File: src/rtl/elevator_call_latch_if.sv
// elevator_call_latch_if
//   Bundles the request-stage signals between the button/controller side and
//   elevator_call_latch.
//
//   master modport (environment / controller side):
//     raw_out       out  n  raw hall call buttons, asynchronous
//     raw_in        out  n  raw in-car floor-select buttons, asynchronous
//     current_floor out  n  one-hot car position
//     open          out  1  door-open indication
//     button_out    in   n  pending hall requests
//     button_in     in   n  pending car requests
//     any_req       in   1  OR of all pending requests
//   slave modport (elevator_call_latch): directions reversed.
interface elevator_call_latch_if #(
  parameter int unsigned n = 5
);
  logic [n-1:0] raw_out;
  logic [n-1:0] raw_in;
  logic [n-1:0] current_floor;
  logic         open;
  logic [n-1:0] button_out;
  logic [n-1:0] button_in;
  logic         any_req;

  modport master (
    output raw_out,
    output raw_in,
    output current_floor,
    output open,
    input  button_out,
    input  button_in,
    input  any_req
  );

  modport slave (
    input  raw_out,
    input  raw_in,
    input  current_floor,
    input  open,
    output button_out,
    output button_in,
    output any_req
  );
endinterface

File: src/rtl/elevator_call_latch.sv
// elevator_call_latch
//   Front-end request stage for the elevator controller. Every raw hall and car
//   button is synchronised with two flops, debounced by a saturating counter and
//   turned into a single-cycle press event on the rising edge of the debounced
//   level. Press events set per-floor pending bits which are presented to the
//   controller as button_out / button_in. A floor's pending bits are cleared when
//   the controller reports the car at that floor with the door open; the clear
//   takes priority over a press arriving on the same edge.
//
//   Ports:
//     clk    in  1  system clock, rising edge
//     rst_n  in  1  asynchronous active-low reset
//     bus    slave modport of elevator_call_latch_if:
//              raw_out, raw_in, current_floor, open  (inputs)
//              button_out, button_in, any_req        (outputs)
//
//   Parameters:
//     n          number of floors (width of every floor vector)
//     DB_CYCLES  consecutive synchronised-high cycles required to accept a press
//                (1..255)
//
//   Build option:
//     CALL_CANCEL_EN  when defined, a car-button press on a floor that is already
//                     pending in button_in withdraws that request (toggle-cancel).
//                     Hall calls are never cancellable. When undefined, repeat
//                     presses on a pending bit are ignored.
module elevator_call_latch #(
  parameter int unsigned n         = 5,
  parameter int unsigned DB_CYCLES = 4
) (
  input logic                 clk,
  input logic                 rst_n,
  elevator_call_latch_if.slave bus
);

  // Channels [n-1:0] are hall buttons, [2n-1:n] are car buttons.
  localparam int unsigned Nch  = 2 * n;
  localparam int unsigned CntW = $clog2(DB_CYCLES + 1);
  localparam logic [CntW-1:0] CntMax = CntW'(DB_CYCLES);

  logic [Nch-1:0]           raw_all;
  logic [Nch-1:0]           sync1_q;
  logic [Nch-1:0]           sync2_q;
  logic [Nch-1:0][CntW-1:0] cnt_q;
  logic [Nch-1:0][CntW-1:0] cnt_d;
  logic [Nch-1:0]           deb_q;
  logic [Nch-1:0]           deb_d;
  logic [Nch-1:0]           deb_dly_q;
  logic [Nch-1:0]           press;

  logic [n-1:0]             press_out;
  logic [n-1:0]             press_in;
  logic [n-1:0]             clr;
  logic [n-1:0]             out_q;
  logic [n-1:0]             out_d;
  logic [n-1:0]             in_q;
  logic [n-1:0]             in_d;

  assign raw_all = {bus.raw_in, bus.raw_out};

  // Two-flop synchroniser for every raw button.
  always_ff @(posedge clk or negedge rst_n) begin
    if (!rst_n) begin
      sync1_q <= '0;
      sync2_q <= '0;
    end else begin
      sync1_q <= raw_all;
      sync2_q <= sync1_q;
    end
  end

  // Debounce: count consecutive synchronised-high cycles, saturating at
  // DB_CYCLES. The debounced level is taken from the post-increment count so it
  // rises on the same edge the count reaches DB_CYCLES.
  always_comb begin
    cnt_d = cnt_q;
    deb_d = '0;
    for (int unsigned c = 0; c < Nch; c++) begin
      if (!sync2_q[c]) begin
        cnt_d[c] = '0;
      end else if (cnt_q[c] != CntMax) begin
        cnt_d[c] = cnt_q[c] + CntW'(1);
      end
      deb_d[c] = (cnt_d[c] == CntMax);
    end
  end

  always_ff @(posedge clk or negedge rst_n) begin
    if (!rst_n) begin
      cnt_q     <= '0;
      deb_q     <= '0;
      deb_dly_q <= '0;
    end else begin
      cnt_q     <= cnt_d;
      deb_q     <= deb_d;
      deb_dly_q <= deb_q;
    end
  end

  // One event per accepted press; holding the button keeps deb_q high and
  // produces nothing further until the button is released and debounced again.
  assign press     = deb_q & ~deb_dly_q;
  assign press_out = press[n-1:0];
  assign press_in  = press[Nch-1:n];

  // A non-one-hot current_floor with the door open clears every flagged floor.
  assign clr = bus.current_floor & {n{bus.open}};

  always_comb begin
    // Clear wins over a same-edge press: the car is already serving that floor.
    out_d = (out_q | press_out) & ~clr;
`ifdef CALL_CANCEL_EN
    // Car-button press toggles: sets an idle bit, withdraws a pending one.
    in_d  = (in_q ^ press_in) & ~clr;
`else
    in_d  = (in_q | press_in) & ~clr;
`endif
  end

  always_ff @(posedge clk or negedge rst_n) begin
    if (!rst_n) begin
      out_q <= '0;
      in_q  <= '0;
    end else begin
      out_q <= out_d;
      in_q  <= in_d;
    end
  end

  // Outputs come straight from registers; any_req has no path from the inputs.
  assign bus.button_out = out_q;
  assign bus.button_in  = in_q;
  assign bus.any_req    = |{out_q, in_q};

endmodule
File: src/flat_wrapper.sv
// flat-port wrapper written by rule: the top's interface ports become plain ports
module elevator_call_latch_flat 
#(
  parameter int unsigned n         = 5,
  parameter int unsigned DB_CYCLES = 4
)
  (clk, rst_n, bus_raw_out, bus_raw_in, bus_current_floor, bus_open, bus_button_out, bus_button_in, bus_any_req);
  elevator_call_latch_if #(.n(n)) bus_i ();
  input logic clk;
  input logic rst_n;
  input wire logic [$bits(bus_i.raw_out)-1:0] bus_raw_out;
  input wire logic [$bits(bus_i.raw_in)-1:0] bus_raw_in;
  input wire logic [$bits(bus_i.current_floor)-1:0] bus_current_floor;
  input wire logic [$bits(bus_i.open)-1:0] bus_open;
  output wire logic [$bits(bus_i.button_out)-1:0] bus_button_out;
  output wire logic [$bits(bus_i.button_in)-1:0] bus_button_in;
  output wire logic [$bits(bus_i.any_req)-1:0] bus_any_req;
  assign bus_i.raw_out = bus_raw_out;
  assign bus_i.raw_in = bus_raw_in;
  assign bus_i.current_floor = bus_current_floor;
  assign bus_i.open = bus_open;
  assign bus_button_out = bus_i.button_out;
  assign bus_button_in = bus_i.button_in;
  assign bus_any_req = bus_i.any_req;
  elevator_call_latch #(.n(n), .DB_CYCLES(DB_CYCLES)) u_core (.clk(clk), .rst_n(rst_n), .bus(bus_i));
endmodule
File: config.mk
export PLATFORM = sky130hd
export DESIGN_NAME = elevator_call_latch_flat
export DESIGN_NICKNAME = d
export VERILOG_FILES = /design/src/rtl/elevator_call_latch_if.sv /design/src/rtl/elevator_call_latch.sv /design/src/flat_wrapper.sv
export SDC_FILE = /design/constraint.sdc
export NUM_CORES = 1
export LEC_CHECK = 0
export BUFFER_PORTS_ARGS = -buffer_cell sky130_fd_sc_hd__buf_2
export CAP_MARGIN = 20
export CORE_MARGIN = 2
export CORE_UTILIZATION = 58
export CTS_BUF_LIST = sky130_fd_sc_hd__clkbuf_16
export CTS_CLUSTER_DIAMETER = 40
export CTS_CLUSTER_SIZE = 40
export DETAILED_ROUTE_END_ITERATION = 10
export GPL_TIMING_DRIVEN = 0
export HOLD_SLACK_MARGIN = 0.12
export PLACE_DENSITY = 0.78
export SLEW_MARGIN = 40
export SYNTH_ARGS = -nofsm -noshare
export SYNTH_HDL_FRONTEND = slang
export SYNTH_SLANG_ARGS = --single-unit
File: constraint.sdc
create_clock -name clk -period 1.7 [get_ports clk]
set_input_delay 0.34 -clock clk [delete_from_list [all_inputs] [get_ports clk]]
set_output_delay 0.34 -clock clk [all_outputs]
set_load 0.1 [all_outputs]
==> metrics.yaml <==
route.detailed.drc: 0
area_growth_pct: 21.6
period_share_pct: 101
numCtsBuffers: 9
final_max_slew_viol_count: 0
ys_seq_elements: 80
root_buffer: "clkbuf_16"
period_needed_ns: 1.71
critPathLaunchType: "flip-flop"
overflow: 0
setup_violations: 1
yosys_warnings: 0
io_buffer_count: 27
path_class: "reg -> out"
place_hpwl_um: 3520
postSynthNetCount: 297
maxCapViolations: 0
grt_pass1_wl_um: 9400
synth-main-ff-cell: "dfrtp_1"
layout_commonest_cell: "dfrtp_1"
synth_top_area_share_pct: 64.1
layout.nets: 346
synthTopCellsByArea: "dfrtp_1 64%, ha_1 8.0%, inv_1 4.8%"
grt_max_degree: 45
first_pass_iters: 4
die_h_um: 77.4
row_count: 26
final_cell_mix: "70 x dfrtp_1, 42 x inv_1, 25 x buf_2"
dr.first_iter.drc_count: 135
antenna_found_initial: 0
syn_avg_cell_area_sq_um: 12.1
finalNonFillerCells: 383
worstHoldPathType: "in -> reg"
slew_headroom_pct: 66.7
fin_tns_setup_ns: -0.00882
irDropWorstVdd_uv: 877
routedWlPerCell_um: 14.0
syn-cell-area_sq_um: 3120
wl_met2_um: 2710
die-width_um: 77.4
synth-edff-count: 0
skew_ns: 0.00336
dr_wl_met3_um: 167
finalHoldViolCount: 0
dieArea_sq_um: 5990
power_leakage_nw: 1.85
drtAntennaViolNets: 0
cts_tree: "yes"
drive_above_1_share_pct: 18.8
place_inst: 357
clk_pin_slew_ns: 0.05
cp.arrival_ns: 1.37
violations: "setup timing"
start_util_pct: 60.8
antennaDiodeCount: 0
routabilityCongestion: 0.779
clk_path_buf_depth: 2
fmax_mhz: 585
ios: 29
cellPowerDensity_nw_per_um2: 1260
clk_latency_ns: 0.33
wl_um: 5350
viasPerCell: 5.21
endpoint_kind: "primary output"
top_layer: "met4"
critical_path.max_fanout: 2
vias: 1996
required_ns: 1.36
htreeDepth: 3
synthArstFlopShare_pct: 100
core-area_sq_um: 5140
track_usage_pct: 20.7
hold_ws_ns: 0.124
met1_length_um: 2370
outcome: "finished with violations"
synth.distinct_cells: 21
tightest_slew_ns: 0.502
rsz0062_at_grt: "yes"
numClockSinks: 80
ys_seq_area_share_pct: 64.1
yosysTopAreaCell: "dfrtp_1"
worst_slack_ns: -0.00882
synth_cells: 259
grt_pass1_vias: 2075
where the power goes:
part	total, W	internal (W)	switching [W]
Clock	0.00163	0.000958	0.000677
Sequential	0.00219	0.00206	0.000134
Combinational	0.000950	0.000342	0.000608
Total	0.00478	0.00336	0.00142
flip-flops by register name (all words and copies together) (netlist names):
register / count
u_core.deb_q: 10
u_core.bus.button_out: 5
u_core.sync2_q: 10
u_core.sync1_q: 10
u_core.bus.button_in: 5
u_core.cnt_q: 30
u_core.deb_dly_q: 10
through the flow:
stage	total power, W	util, %	setup WS [ns]	cell area [sq um]
CTS	0.00481	73.9	-0.0161	3800
floorplan	0.00286	-	0.0109	3160
detailed placement	0.00307	66.3	0.171	3410
global placement	0.00303	65.8	-0.352	3380
finish	0.00478	73.9	-0.00882	3800
global route	0.00501	73.9	-0.0713	3800
area by class of cell:
type                    count  area (sq um)
well taps                  70          87.6
plain buffers               1          3.75
inverters                  40           150
multi-input cells         138          1010
fillers                   358          1340
clock inverters             7          31.3
clock buffers               9           225
flip-flops and latches     80          2010
repair buffers             38           274
synth_stat cells, types with 7 or more instances:
master,count
nand3_1,7
and2_1,10
o21ai_0,10
dfrtp_1,80
inv_1,40
a21oi_1,24
ha_1,20
a31oi_1,10
path summary, 6_finish.rpt:
check	depth (start not counted)	startpoint	end	slack (ns)
worst min register to register	0	u_core.sync1_q[3]$_DFF_PN0_	u_core.sync2_q[3]$_DFF_PN0_	0.35
worst min-delay path	1	bus_raw_out[4]	u_core.sync1_q[4]$_DFF_PN0_	0.12
max in group asynchronous	3	rst_n	u_core.bus.button_in[1]$_DFF_PN0_	0.69
worst max register to register	5	u_core.cnt_q[27]$_DFF_PN0_	u_core.deb_q[9]$_DFF_PN0_	0.32
worst max-delay path	3	u_core.bus.button_in[0]$_DFF_PN0_	bus_any_req	-0.009
min in group asynchronous	2	rst_n	u_core.cnt_q[17]$_DFF_PN0_	0.47
per-layer routing:
metal	vias to the layer above	track usage, %
met2	31	33.9
li1	966	-
met5	-	0
met3	10	4.30
met1	989	26.3
met4	0	10.4
logic make-up (layout without fill, tap and decap cells):
family | Yosys count | count (layout) | synth area share (%)
buffers and inverters | 41 | 95 | 4.93
xor gates and xnor gates | 6 | 6 | 1.68
and+or+nand+nor | 52 | 52 | 9.98
AOI/OAI and AO/OA | 60 | 60 | 11.3
adders and majority gates | 20 | 20 | 8.01
DFF | 80 | 80 | 64.1
what timing repair did:
item	CTS	global route
pin swaps	1	0
setup buffers	1	0
hold buffers	9	0
hold endpoints to repair	44	0
endpoints found under the setup margin	1	1
gates resized for setup	6	0
worst max-delay path: stages, from the launching register on:
cell	delay [ns]
dfrtp_2	0.42
nor4_4	0.33
nand3_4	0.11
buf_12	0.18
Power figures use the tool's default switching activity.
